--- config.mk ---
export PLATFORM = sky130hd
export DESIGN_NAME = riscv_lsu
export DESIGN_NICKNAME = d
export VERILOG_FILES = /design/src/rtl/riscv_lsu_pkg.sv /design/src/rtl/riscv_lsu_fmt.sv /design/src/rtl/riscv_lsu.sv
export SDC_FILE = /design/constraint.sdc
export NUM_CORES = 1
export LEC_CHECK = 0
export CAP_MARGIN = 20
export CORE_ASPECT_RATIO = 0.9
export CORE_UTILIZATION = 40
export DETAILED_ROUTE_END_ITERATION = 16
export PLACE_DENSITY = 0.72
export RECOVER_POWER = 100
export SLEW_MARGIN = 25
export SYNTH_ARGS = -nofsm -noshare
export SYNTH_HDL_FRONTEND = slang
export SYNTH_SLANG_ARGS = --single-unit
--- constraint.sdc ---
create_clock -name clk_i -period 4.6 [get_ports clk_i]
set_input_delay 0.92 -clock clk_i [delete_from_list [all_inputs] [get_ports clk_i]]
set_output_delay 0.92 -clock clk_i [all_outputs]
set_load 0.02 [all_outputs]
--- src/rtl/riscv_lsu_pkg.sv ---
// Shared types and constants for the RISC-V load/store unit.
// Size codes follow the RISC-V load/store funct3 encoding.
package riscv_lsu_pkg;

  localparam logic [2:0] LDST_B  = 3'd0;
  localparam logic [2:0] LDST_H  = 3'd1;
  localparam logic [2:0] LDST_W  = 3'd2;
  localparam logic [2:0] LDST_BU = 3'd4;
  localparam logic [2:0] LDST_HU = 3'd5;

  typedef enum logic [1:0] {
    IDLE = 2'd0,
    WAIT = 2'd1,
    RESP = 2'd2
  } lsu_state_t;

endpackage

--- src/rtl/riscv_lsu_fmt.sv ---
// Lane formatting for the LSU: byte enables and store replication on the request side,
// lane select with sign/zero extension on the response side. Unknown sizes behave as W.
module riscv_lsu_fmt
  import riscv_lsu_pkg::*;
(
  input  logic [2:0]  size,
  input  logic [1:0]  addr_lo,
  input  logic [31:0] wd,
  input  logic [31:0] rd_word,
  output logic [3:0]  be,
  output logic [31:0] wd_rep,
  output logic [31:0] rd_ext
);

  logic [7:0]  byte_lane;
  logic [15:0] half_lane;

  // Select the addressed byte and half of the read word.
  always_comb begin
    byte_lane = rd_word[7:0];
    case (addr_lo)
      2'd0:    byte_lane = rd_word[7:0];
      2'd1:    byte_lane = rd_word[15:8];
      2'd2:    byte_lane = rd_word[23:16];
      2'd3:    byte_lane = rd_word[31:24];
      default: byte_lane = rd_word[7:0];
    endcase
    if (addr_lo[1]) begin
      half_lane = rd_word[31:16];
    end else begin
      half_lane = rd_word[15:0];
    end
  end

  // Per-size enables, store replication and load extension.
  always_comb begin
    be     = 4'b1111;
    wd_rep = wd;
    rd_ext = rd_word;
    case (size)
      LDST_B: begin
        be     = 4'b0001 << addr_lo;
        wd_rep = {4{wd[7:0]}};
        rd_ext = {{24{byte_lane[7]}}, byte_lane};
      end
      LDST_BU: begin
        be     = 4'b0001 << addr_lo;
        wd_rep = {4{wd[7:0]}};
        rd_ext = {24'h000000, byte_lane};
      end
      LDST_H: begin
        be     = 4'b0011 << addr_lo;
        wd_rep = {2{wd[15:0]}};
        rd_ext = {{16{half_lane[15]}}, half_lane};
      end
      LDST_HU: begin
        be     = 4'b0011 << addr_lo;
        wd_rep = {2{wd[15:0]}};
        rd_ext = {16'h0000, half_lane};
      end
      default: begin
        be     = 4'b1111;
        wd_rep = wd;
        rd_ext = rd_word;
      end
    endcase
  end

endmodule

--- src/rtl/riscv_lsu.sv ---
// Load/store unit: turns core memory requests into word-addressed bus accesses with
// byte enables, formats load data, and stalls the core until the access completes or times out.
module riscv_lsu
  import riscv_lsu_pkg::*;
#(
  parameter int TIMEOUT_CYCLES = 16
) (
  input  logic        clk_i,
  input  logic        rst_ni,
  input  logic        core_req_i,
  input  logic        core_we_i,
  input  logic [2:0]  core_size_i,
  input  logic [31:0] core_addr_i,
  input  logic [31:0] core_wd_i,
  output logic [31:0] core_rd_o,
  output logic        core_stall_o,
  output logic        misaligned_o,
  output logic        fault_o,
  output logic        mem_req_o,
  output logic        mem_we_o,
  output logic [3:0]  mem_be_o,
  output logic [31:0] mem_addr_o,
  output logic [31:0] mem_wd_o,
  input  logic [31:0] mem_rd_i,
  input  logic        mem_ready_i
);

  localparam int CNT_W = (TIMEOUT_CYCLES > 0) ? $clog2(TIMEOUT_CYCLES + 1) : 1;
  localparam logic [CNT_W-1:0] TIMEOUT_LAST = CNT_W'((TIMEOUT_CYCLES > 0) ? TIMEOUT_CYCLES - 1 : 0);

  lsu_state_t       state_q, state_d;
  logic [CNT_W-1:0] cnt_q;
  logic             we_q, fault_q;
  logic [2:0]       size_q;
  logic [31:0]      addr_q, wd_q, rd_q;
  logic [3:0]       be_q;
  logic             misaligned, accept, timeout_hit;
  logic [2:0]       fmt_size;
  logic [1:0]       fmt_addr;
  logic [3:0]       fmt_be;
  logic [31:0]      fmt_wd, fmt_rd;

  // Alignment check on the live request; unknown sizes are treated as W.
  always_comb begin
    misaligned = 1'b0;
    case (core_size_i)
      LDST_B, LDST_BU: misaligned = 1'b0;
      LDST_H, LDST_HU: misaligned = core_addr_i[0];
      default:         misaligned = |core_addr_i[1:0];
    endcase
    misaligned = misaligned & core_req_i;
  end

  assign misaligned_o = misaligned;
  assign accept       = core_req_i & ~misaligned;
  assign core_stall_o = accept & (state_q != RESP);
  assign timeout_hit  = (TIMEOUT_CYCLES != 0) && (cnt_q == TIMEOUT_LAST);

  // One formatter serves the request in IDLE and the response in WAIT.
  assign fmt_size = (state_q == WAIT) ? size_q : core_size_i;
  assign fmt_addr = (state_q == WAIT) ? addr_q[1:0] : core_addr_i[1:0];

  riscv_lsu_fmt u_fmt (
    .size    (fmt_size),
    .addr_lo (fmt_addr),
    .wd      (core_wd_i),
    .rd_word (mem_rd_i),
    .be      (fmt_be),
    .wd_rep  (fmt_wd),
    .rd_ext  (fmt_rd)
  );

  // State register.
  always_ff @(posedge clk_i or negedge rst_ni) begin
    if (!rst_ni) begin
      state_q <= IDLE;
    end else begin
      state_q <= state_d;
    end
  end

  // Next-state logic; bus ready wins over timeout.
  always_comb begin
    state_d = state_q;
    case (state_q)
      IDLE: begin
        if (accept) begin
          state_d = WAIT;
        end else begin
          state_d = IDLE;
        end
      end
      WAIT: begin
        if (mem_ready_i || timeout_hit) begin
          state_d = RESP;
        end else begin
          state_d = WAIT;
        end
      end
      RESP:    state_d = IDLE;
      default: state_d = IDLE;
    endcase
  end

  // Request latch, wait counter and response capture.
  always_ff @(posedge clk_i or negedge rst_ni) begin
    if (!rst_ni) begin
      cnt_q   <= '0;
      we_q    <= 1'b0;
      size_q  <= 3'd0;
      addr_q  <= 32'h0000_0000;
      be_q    <= 4'b0000;
      wd_q    <= 32'h0000_0000;
      rd_q    <= 32'h0000_0000;
      fault_q <= 1'b0;
    end else begin
      case (state_q)
        IDLE: begin
          cnt_q <= '0;
          if (accept) begin
            we_q   <= core_we_i;
            size_q <= core_size_i;
            addr_q <= core_addr_i;
            be_q   <= fmt_be;
            wd_q   <= fmt_wd;
          end
        end
        WAIT: begin
          cnt_q <= cnt_q + CNT_W'(1);
          if (mem_ready_i) begin
            rd_q    <= fmt_rd;
            fault_q <= 1'b0;
          end else if (timeout_hit) begin
            rd_q    <= 32'h0000_0000;
            fault_q <= 1'b1;
          end
        end
        default: cnt_q <= '0;
      endcase
    end
  end

  // Outputs decoded from state; everything is zero outside its owning state.
  always_comb begin
    mem_req_o  = 1'b0;
    mem_we_o   = 1'b0;
    mem_be_o   = 4'b0000;
    mem_addr_o = 32'h0000_0000;
    mem_wd_o   = 32'h0000_0000;
    core_rd_o  = 32'h0000_0000;
    fault_o    = 1'b0;
    case (state_q)
      WAIT: begin
        mem_req_o  = 1'b1;
        mem_we_o   = we_q;
        mem_be_o   = be_q;
        mem_addr_o = {addr_q[31:2], 2'b00};
        mem_wd_o   = wd_q;
      end
      RESP: begin
        core_rd_o = rd_q;
        fault_o   = fault_q;
      end
      default: begin
        mem_req_o = 1'b0;
      end
    endcase
  end

endmodule

==> impl_metrics.prom <==
# TYPE chip_impl_metric gauge
chip_impl_metric{name="avg_cell_area_syn",unit="um^2"} 10.7
chip_impl_metric{name="final_antenna_net_count",unit=""} 0
chip_impl_metric{name="p_leak",unit="nW"} 3.74
chip_impl_metric{name="core",unit="um^2"} 14300
chip_impl_info{name="run_status",value="finished, violations left"} 1
chip_impl_metric{name="io_buffers",unit=""} 206
chip_impl_metric{name="floorplan.initialDensity",unit=""} 0.417
chip_impl_metric{name="cts.repair_timing.setup_buffer_count",unit=""} 0
chip_impl_metric{name="timing_max_transition_violations_final",unit=""} 146
chip_impl_metric{name="die_w",unit="um"} 130
chip_impl_metric{name="wl",unit="um"} 16900
chip_impl_metric{name="grt_usage",unit=""} 0.229
chip_impl_info{name="hold_path_class",value="flop to flop"} 1
chip_impl_metric{name="max_slew_margin",unit=""} -0.813
chip_impl_metric{name="critPathArrivalTime",unit="ps"} 4060
chip_impl_metric{name="crit_path_max_fanout",unit=""} 55
chip_impl_metric{name="n_fill_cell",unit=""} 1238
chip_impl_metric{name="layout.nets",unit=""} 841
chip_impl_metric{name="max_stage_delay",unit="ps"} 1320
chip_impl_metric{name="final.setup.worst_slack",unit="ps"} 783
chip_impl_metric{name="maximum_achievable_frequency",unit="MHz"} 262
chip_impl_metric{name="gp_congestion",unit=""} 0.844
chip_impl_metric{name="synthCells",unit=""} 555
chip_impl_info{name="crit_path_top_delay_cell",value="sky130_fd_sc_hd__or3_1"} 1
chip_impl_metric{name="first_global_vias",unit=""} 5066
chip_impl_metric{name="power.density_cell_area",unit="nW/um^2"} 426
chip_impl_metric{name="synth_seq_area_share",unit=""} 0.472
chip_impl_metric{name="post_cts_resized",unit=""} 0
chip_impl_metric{name="routed_via_density",unit=""} 5.39
chip_impl_metric{name="grt_antenna_before_repair",unit=""} 1
chip_impl_info{name="critPathKind",value="primary input to flop"} 1
chip_impl_metric{name="reg2reg_slack",unit="ps"} 1160
chip_impl_info{name="hold_path_sink",value="cnt_q[0]"} 1
chip_impl_metric{name="final_setup_violations",unit=""} 0
chip_impl_info{name="timing.rr.end",value="rd_q[13]"} 1
chip_impl_info{name="cell_chain_critical_path",value="dlygate4sd3_1 -> a21oi_1 -> o21ai_0 -> or3_1 -> buf_12 -> mux2_2"} 1
chip_impl_metric{name="largest_net_degree_at_the_start_of_global_routing",unit=""} 104
chip_impl_metric{name="wl_per_cell",unit="um"} 18.1
chip_impl_info{name="hold_path_startpoint",value="cnt_q[0]"} 1
chip_impl_metric{name="synth.yosys.warnings",unit=""} 0
chip_impl_metric{name="synth_edf_count",unit=""} 0
chip_impl_metric{name="library_cells_used_by_synthesis",unit=""} 48
chip_impl_metric{name="timing.final.crit_period",unit="ps"} 3820
chip_impl_metric{name="worst_clock_skew",unit="ps"} 6.90
chip_impl_metric{name="worstPathRequired",unit="ps"} 4840
chip_impl_metric{name="first_pass_grt_wire_length",unit="um"} 27000
chip_impl_metric{name="clock_tree.buffer_depth",unit=""} 2
chip_impl_metric{name="die_area",unit="um^2"} 15300
chip_impl_metric{name="worst_r2r_path_depth",unit=""} 6
chip_impl_metric{name="finalCritPeriodShare",unit=""} 0.830
chip_impl_metric{name="timing.setup.tns",unit="ps"} 0
chip_impl_metric{name="cts_inserted_buffers",unit=""} 9
chip_impl_info{name="cp_launch_type",value="primary input"} 1
chip_impl_metric{name="path_clk_slew",unit="ps"} 80
chip_impl_metric{name="yosysTopAreaCellShare",unit=""} 0.472
chip_impl_metric{name="cts_hold_buf",unit=""} 0
chip_impl_metric{name="post-place-ws",unit="ps"} 998
chip_impl_metric{name="max-vdd-ir-drop",unit="uV"} 293
chip_impl_metric{name="drt_first_pass_iters",unit=""} 7
chip_impl_metric{name="chipHeight",unit="um"} 118
chip_impl_metric{name="diodes",unit=""} 0
chip_impl_info{name="synth_top_area_cell",value="sky130_fd_sc_hd__dfrtp_1"} 1
chip_impl_info{name="reg2reg_start",value="state_q[1]"} 1
chip_impl_metric{name="syn-cell-area",unit="um^2"} 5940
chip_impl_info{name="ctsRootBufferMaster",value="sky130_fd_sc_hd__clkbuf_16"} 1
chip_impl_metric{name="fp-row-count",unit=""} 41
chip_impl_metric{name="drt_iter0_markers",unit=""} 371
chip_impl_metric{name="grt_overflow",unit=""} 0
chip_impl_metric{name="synth.ff_latch_count",unit=""} 112
chip_impl_metric{name="hold_viol",unit=""} 0
chip_impl_metric{name="dpl.hpwl",unit="um"} 12200
chip_impl_metric{name="detailroute.via_count",unit=""} 5028
chip_impl_info{name="grt_setup_unrepaired",value="no"} 1
chip_impl_info{name="post_synth_main_area_contributors",value="sky130_fd_sc_hd__dfrtp_1 47%, sky130_fd_sc_hd__and2_1 11%, sky130_fd_sc_hd__mux2_2 10%, sky130_fd_sc_hd__o21ai_0 4.2%, sky130_fd_sc_hd__nand2_1 3.2%"} 1
chip_impl_info{name="synth-main-ff-cell",value="sky130_fd_sc_hd__dfrtp_1"} 1
chip_impl_metric{name="hold_path_depth",unit=""} 1
chip_impl_info{name="cts_tree",value="yes"} 1
chip_impl_metric{name="cts.sinks",unit=""} 112
chip_impl_metric{name="drc_errors",unit=""} 0
chip_impl_metric{name="drive_gt1_frac",unit=""} 0.123
chip_impl_metric{name="worst_pin_slew",unit="ps"} 2720
chip_impl_metric{name="postSynth.asyncResetShare",unit=""} 1.00
chip_impl_info{name="cp_capture_type",value="flop"} 1
chip_impl_metric{name="cts-htree-levels",unit=""} 3
chip_impl_metric{name="clk_latency",unit="ps"} 350
chip_impl_info{name="violations",value="max-capacitance violations, max-slew violations"} 1
chip_impl_metric{name="max_cap_viol_count",unit=""} 3
chip_impl_metric{name="area_delta_synth_final",unit="%"} 39.6
chip_impl_metric{name="num_io_pins",unit=""} 209
[cells in the mapped netlist, types with 2 or more instances]
| cell type | count |
|---|---|
| sky130_fd_sc_hd__and3_1 | 2 |
| sky130_fd_sc_hd__or3_1 | 4 |
| sky130_fd_sc_hd__o31ai_1 | 3 |
| sky130_fd_sc_hd__buf_2 | 5 |
| sky130_fd_sc_hd__o211ai_2 | 2 |
| sky130_fd_sc_hd__a22oi_1 | 7 |
| sky130_fd_sc_hd__buf_4 | 3 |
| sky130_fd_sc_hd__nand3_1 | 3 |
| sky130_fd_sc_hd__o21ai_1 | 7 |
| sky130_fd_sc_hd__mux2_2 | 55 |
| sky130_fd_sc_hd__a222oi_1 | 8 |
| sky130_fd_sc_hd__clkbuf_1 | 25 |
| sky130_fd_sc_hd__a221oi_2 | 3 |
| sky130_fd_sc_hd__inv_1 | 6 |
| sky130_fd_sc_hd__a31oi_1 | 2 |
| sky130_fd_sc_hd__o21ai_0 | 50 |
| sky130_fd_sc_hd__dfrtp_1 | 112 |
| sky130_fd_sc_hd__mux2_4 | 5 |
| sky130_fd_sc_hd__nand2b_1 | 5 |
| sky130_fd_sc_hd__a221o_1 | 17 |
| sky130_fd_sc_hd__nor2_1 | 10 |
| sky130_fd_sc_hd__a31oi_4 | 2 |
| sky130_fd_sc_hd__nand2_1 | 51 |
| sky130_fd_sc_hd__o22ai_1 | 7 |
| sky130_fd_sc_hd__buf_6 | 7 |
| sky130_fd_sc_hd__ha_1 | 2 |
| sky130_fd_sc_hd__mux2i_1 | 17 |
| sky130_fd_sc_hd__a221oi_1 | 4 |
| sky130_fd_sc_hd__and2_1 | 102 |
| sky130_fd_sc_hd__a21oi_1 | 11 |
[worst max path at each step]
stage | from | to | slack, ps
finish | core_size_i[1] | addr_q[11] | 780
global route | rst_ni | rd_q[12] | 550
CTS | core_addr_i[1] | misaligned_o | 980
detailed placement | core_addr_i[1] | misaligned_o | 1000
global placement | core_addr_i[1] | misaligned_o | 950
floorplan | state_q[1] | mem_addr_o[25] | 2040
[metal layers]
metal	part of all wire	routed length, um	vias up	global-route usage
met4	0.028	466	2	0.0927
met2	0.49	8290	196	0.372
li1	-	-	2321	-
met3	0.060	1010	31	0.0491
met1	0.42	7130	2478	0.293
met5	0.00077	13	-	0
[cells by family after synthesis]
logic type	count (synthesis)	share of synthesized area
compound gates	126	0.152
xor+xnor	2	0.00295
fa+ha+maj	2	0.00421
buf+inv	49	0.0459
flops	112	0.472
mux	79	0.152
other cells	1	0.000631
simple gates	184	0.171
[worst max-delay path, delay by kind of cell]
family,cells,cell delay (ps)
multiplexers,1,380
buffers and inverters,2,1040
AO/OA/AOI/OAI,2,370
AND/OR/NAND/NOR,1,1320
[state kept, by name (all words and copies together), names as in the netlist]
register	count
rd_q	32
we_q	1
cnt_q	5
wd_q	32
size_q	3
addr_q	32
fault_q	1
be_q	4
state_q	2
[power breakdown]
group / leakage [nW] / internal, W / total (W) / switching, W
logic: 2.22 / 0.000628 / 0.00127 / 0.000642
clock network: 0.135 / 0.000373 / 0.000743 / 0.000369
registers: 1.38 / 0.00134 / 0.00152 / 0.000188
[cells in the final DEF, fill, tap and decap left out, drive strengths merged, types with 2 or more instances in the layout]
cell type	n
mux2	60
nand2b	6
inv	11
nand2	51
clkdlybuf4s50	103
a221oi	7
ha	2
conb	2
nor2	10
dlygate4sd3	102
mux2i	19
and2	102
a22oi	7
clkbuf	13
a221o	17
a222oi	8
a31oi	4
a21oi	12
o22ai	7
o31ai	3
and3	2
nand3	3
dfrtp	112
or3	4
o211ai	2
o21ai	58
[stage by stage]
stage               instance area, um^2  utilization  instances  total power (W)  hold slack, ps
floorplan                          5940            -        556          0.00235             431
finish                             8290        0.582        932          0.00354             465
detailed placement                 8040        0.564        916          0.00287             451
CTS                                8310        0.583        931          0.00362             463
global placement                   8030        0.563        916          0.00281             444
global route                       8290        0.582        932          0.00376             490
[final cells by class]
class	count	area, um^2	share of cell area
tap	193	241	0.0291
timing repair buffer	210	2090	0.252
clock inverter	6	50.0	0.00604
inverter	7	28.8	0.00347
clock buffer	9	225	0.0272
multi-input combinational	395	2860	0.344
sequential	112	2800	0.338
No activity file was read; power rests on OpenSTA's default activity.
